$ cat config.mk
export PLATFORM = sky130hd
export DESIGN_NAME = jk_excitation_driver
export DESIGN_NICKNAME = d
export VERILOG_FILES = /design/src/rtl/jk_excitation_driver.sv
export SDC_FILE = /design/constraint.sdc
export NUM_CORES = 1
export LEC_CHECK = 0
export CORE_MARGIN = 2
export CORE_UTILIZATION = 40
export DETAILED_ROUTE_END_ITERATION = 16
export DONT_BUFFER_PORTS = 1
export SLEW_MARGIN = 20
export SYNTH_ARGS = -nofsm -noshare
export SYNTH_HDL_FRONTEND = slang
export SYNTH_SLANG_ARGS = --single-unit
$ cat constraint.sdc
create_clock -name clk -period 2.2 [get_ports clk]
set_input_delay 0.44 -clock clk [delete_from_list [all_inputs] [get_ports clk]]
set_output_delay 0.44 -clock clk [all_outputs]
set_load 0.02 [all_outputs]
$ cat src/rtl/jk_excitation_driver.sv
// Board top: steers a JK flip-flop model so Q tracks an 8-bit switch pattern, one step per button press.
// Optional macro JK_DRIVER_TOGGLE_EN resolves excitation don't-cares to 1 (uses JK=11 toggles).
module jk_excitation_driver #(
  parameter int unsigned CLK_HZ      = 100_000_000,
  parameter int unsigned DEBOUNCE_MS = 20,
  parameter int unsigned DEB_CYC     = CLK_HZ / 1000 * DEBOUNCE_MS
) (
  input  logic        clk,
  input  logic        rst_n,
  input  logic [7:0]  sw_pin,
  input  logic        btn_0,
  input  logic        btn_1,
  output logic [15:0] led_pin
);

  localparam int unsigned CW   = (DEB_CYC > 2) ? $clog2(DEB_CYC) : 1;
  localparam int unsigned LAST = (DEB_CYC > 0) ? DEB_CYC - 1 : 0;

  typedef enum logic [1:0] {IDLE, LOAD, DRIVE, APPLY} state_t;

  logic [1:0]         sync_1, sync_2, deb, pulse;
  logic [1:0][CW-1:0] cnt;
  logic               load_p, step_p;

  state_t     state;
  logic [7:0] pat_r;
  logic [2:0] idx;
  logic       q_m, j_r, k_r, wrap_r;
  logic       q_nxt;
  logic [2:0] idx_nxt;

  // Bit 0 is load/restart, bit 1 is step; pulse fires on the debounced rising edge only.
  always_ff @(posedge clk) begin
    if (!rst_n) begin
      sync_1 <= '0;
      sync_2 <= '0;
      deb    <= '0;
      pulse  <= '0;
      cnt    <= '0;
    end else begin
      sync_1 <= {btn_1, btn_0};
      sync_2 <= sync_1;
      pulse  <= '0;
      for (int i = 0; i < 2; i++) begin
        if (sync_2[i] == deb[i]) begin
          cnt[i] <= '0;
        end else if (cnt[i] == CW'(LAST)) begin
          cnt[i]   <= '0;
          deb[i]   <= sync_2[i];
          pulse[i] <= sync_2[i];
        end else begin
          cnt[i] <= cnt[i] + CW'(1);
        end
      end
    end
  end

  assign load_p = pulse[0];
  assign step_p = pulse[1];

  function automatic logic [1:0] excite(input logic q, input logic t);
`ifdef JK_DRIVER_TOGGLE_EN
    return (q != t) ? 2'b11 : 2'b00;
`else
    return {~q & t, q & ~t};
`endif
  endfunction

  always_comb begin
    q_nxt   = q_m;
    idx_nxt = idx + 3'd1;
    case ({j_r, k_r})
      2'b01:   q_nxt = 1'b0;
      2'b10:   q_nxt = 1'b1;
      2'b11:   q_nxt = ~q_m;
      default: q_nxt = q_m;
    endcase
  end

  // J/K are refreshed on LOAD and APPLY too, so a step right after either never sees stale values.
  always_ff @(posedge clk) begin
    if (!rst_n) begin
      state  <= IDLE;
      pat_r  <= '0;
      idx    <= '0;
      q_m    <= 1'b0;
      j_r    <= 1'b0;
      k_r    <= 1'b0;
      wrap_r <= 1'b0;
    end else begin
      case (state)
        IDLE: begin
          if (load_p) state <= LOAD;
        end
        LOAD: begin
          pat_r      <= sw_pin;
          idx        <= '0;
          q_m        <= 1'b0;
          wrap_r     <= 1'b0;
          {j_r, k_r} <= excite(1'b0, sw_pin[0]);
          state      <= DRIVE;
        end
        DRIVE: begin
          {j_r, k_r} <= excite(q_m, pat_r[idx]);
          if (load_p)      state <= LOAD;
          else if (step_p) state <= APPLY;
        end
        APPLY: begin
          q_m        <= q_nxt;
          idx        <= idx_nxt;
          {j_r, k_r} <= excite(q_nxt, pat_r[idx_nxt]);
          if (idx == 3'd7) wrap_r <= 1'b1;
          state <= load_p ? LOAD : DRIVE;
        end
        default: state <= IDLE;
      endcase
    end
  end

  assign led_pin = {pat_r, wrap_r, idx, pat_r[idx], q_m, j_r, k_r};

endmodule

==> metrics.cfg <==
[routing]
drc = 0
drt_iter0_drc = 125
ant_nets = 0
routed_wl_um = 5920
wl_per_cell_um = 13.0
vias = 2365
vias_per_cell = 5.18
firstDrtPassIters = 4

[worst_setup_path]
worstPathCellList = buf_6, mux4_2, mux2i_4, inv_2
reg2reg_from = idx[0]
cp_max_fo = 6
timing.rr.end = j_r
critPathLaunch = idx[0]
endpoint = led_pin[3]
end_kind = output port
reg2reg_depth = 6
critPathMaxStageDelay_ns = 0.55
r2r_slack_ns = 0.09
crit_path_start_kind = flop
crit_type = flop to output port
worstPathRequired_ns = 1.76
path_depth = 4
cp_top_family = multiplexers
cp_slowest_cell = mux4_2
critPathArrivalTime_ns = 1.70
crit_buf_inv = 2

[logic_synthesis]
ys_top_cells_by_count = 67 x dfxtp_1, 38 x nand2_1, 36 x nor2_1
seq_area_frac_synth = 0.444
synthArstFlopShare = 0
synth_edf_count = 0
synthFlopType = dfxtp_1
ys_warn_count = 0
syn_avg_cell_area_um2 = 8.67
synth_area_leaders = dfxtp_1 44%, nand2_1 4.7%, a21oi_1 4.6%
synth.largest_area_cell = dfxtp_1
yosysMostFrequentCell = dfxtp_1
synth_nets = 364
ys_seq_elements = 67
synthCells = 348
synthesis.area_mm2 = 0.00302
synth_top_area_share = 0.444
yosysUniqueCellTypes = 40

[place]
place_hpwl_um = 4110
portBuffers = 0
place_congestion = 0.801

[clock_network]
numCtsBuffers = 9
tritoncts = built
hold_buffers = 0
numClockSinks = 67
clockBufferDepth = 2
htree_levels = 3
cts_root_buf = clkbuf_8
clk_latency_ns = 0.33
clk_pin_slew_ns = 0.07

[power_and_ir_drop]
p_leak_nw = 1.04
total_power_mw = 2.24
powerDensity_mw_per_mm2 = 665
ir_drop_uv = 280

[die]
die-area_mm2 = 0.00826
start_util = 0.414
io-pin-count = 28
die_h_um = 90.9
die_width_um = 90.9
num_rows = 31
core_area_mm2 = 0.00729

[sta]
rsz0062_at_grt = false
hold_violations = 0
tightest_slew_ns = 0.495
setup_tns_ns = 0
skew_ns = 0.00960
period_share = 0.974
period_needed_ns = 2.14
clock.fmax_mhz = 467
relSlewSlack = 0.669
setup_viol = 0
slew_viol_final = 0

[flow_run]
cap_violations = 0

[grt]
grt_max_degree = 21
gr-total-overflow = 0
antenna_found_initial = 2
grt_pass1_vias = 2316
grt_usage = 0.154
grt_pass1_wl_um = 10500

[layout]
fin_nets = 367
area_delta_synth_final_pct = 11.5
fill_cells = 725
drive_above_1_share = 0.118

[min_path]
worstHoldPathType = input port to flop

[status]
status = completed

==> cell usage in the layout (no fill, tap or decap), types with 3 or more instances in the layout <==
cell      count
nor3_1        5
o21ai_0      13
nor4_1        8
buf_4        10
and3_1        5
mux2_2        3
or4_1         8
clkbuf_8     10
nand2_1      38
and2_1        5
nand4_1       8
dfxtp_1      65
o31ai_1       4
a21oi_1      28
inv_1        12
mux4_2        4
and4_1        4
or3_1        10
nor2_1       36
xor2_1       12
xnor2_1      15
clkinv_2      3
nand3_1      19
==> power by group <==
group	total, mW	internal (mW)	leakage, nW	switching (mW)
combinational	0.0191	0.00602	0.403	0.0131
sequential	1.22	1.22	0.541	0.00272
clock	1.00	0.549	0.0991	0.451
total	2.24	1.77	1.04	0.467
==> registers in the layout, summed over array words and instances, names as in the netlist <==
| name | count |
|---|---|
| cnt | 42 |
| deb | 2 |
| idx | 3 |
| j_r | 1 |
| k_r | 1 |
| pat_r | 8 |
| pulse | 2 |
| q_m | 1 |
| state | 2 |
| sync_1 | 2 |
| sync_2 | 2 |
| wrap_r | 1 |
==> layer usage <==
| layer | vias to the layer above | GRT usage | wire length (um) |
|---|---|---|---|
| met3 | 7 | 0.0526 | 297 |
| met1 | 1079 | 0.195 | 2880 |
| met4 | 0 | 0.0619 | 85 |
| met2 | 44 | 0.241 | 2660 |
| met5 | - | 0 | 0 |
| li1 | 1235 | - | - |
==> logic make-up (layout without fill, tap and decap cells) <==
group / count (synthesis) / count (layout) / share of synthesized area
AOI/OAI and AO/OA: 50 / 50 / 0.0920
xor gates and xnor gates: 27 / 27 / 0.0784
adders and majority gates: 4 / 4 / 0.0166
buffers and inverters: 32 / 40 / 0.0464
DFF: 67 / 67 / 0.444
muxes: 8 / 8 / 0.0444
other: 0 / 2 / 0
and+or+nand+nor: 160 / 160 / 0.278
==> final cells by class <==
type / instances / area [um2] / area share
Clock buffer: 11 / 141 / 0.0420
Multi-Input combinational cell: 249 / 1560 / 0.465
Timing Repair Buffer: 11 / 86.3 / 0.0257
Tap cell: 99 / 124 / 0.0368
Antenna cell: 2 / 5.00 / 0.00149
Sequential cell: 67 / 1340 / 0.399
Clock inverter: 5 / 52.6 / 0.0156
Inverter: 13 / 48.8 / 0.0145
==> worst register-to-register path, cell delays in order, from the launching register on <==
cell     delay (ns)
dfxtp_2        0.33
ha_2           0.20
ha_4           0.29
mux4_2         0.48
mux2_2         0.28
and3b_1        0.17
a311o_1        0.26
==> stage by stage <==
stage           util  instances  instance area [um2]  hold slack, ns  setup slack (ns)
2_1_floorplan      -        348                 3030           0.412            0.0298
3_3_place_gp   0.432        439                 3150           0.416            0.0991
3_5_place_dp   0.432        439                 3150           0.420            0.0760
4_1_cts        0.460        455                 3350           0.201            0.0492
5_1_grt        0.461        456                 3360           0.196          0.000179
6_report       0.462        457                 3370           0.217            0.0566
==> worst min path at each step <==
stage | start | endpoint | slack [ns] | depth (start not counted)
after global routing | rst_n | state[1] | 0.20 | 2
after CTS | rst_n | state[1] | 0.20 | 2
final | rst_n | state[1] | 0.22 | 2
after floorplan | sync_1[0] | sync_2[0] | 0.41 | 1
after global placement | sync_1[0] | sync_2[0] | 0.42 | 1
after detailed placement | sync_1[0] | sync_2[0] | 0.42 | 1
==> timing repair <==
item                                    in CTS  in global routing
setup buffers                                0                  0
pin swaps                                    0                  1
endpoints found under the setup margin       1                  2
gates resized for setup                      3                  2
Power figures use the tool's default switching activity.
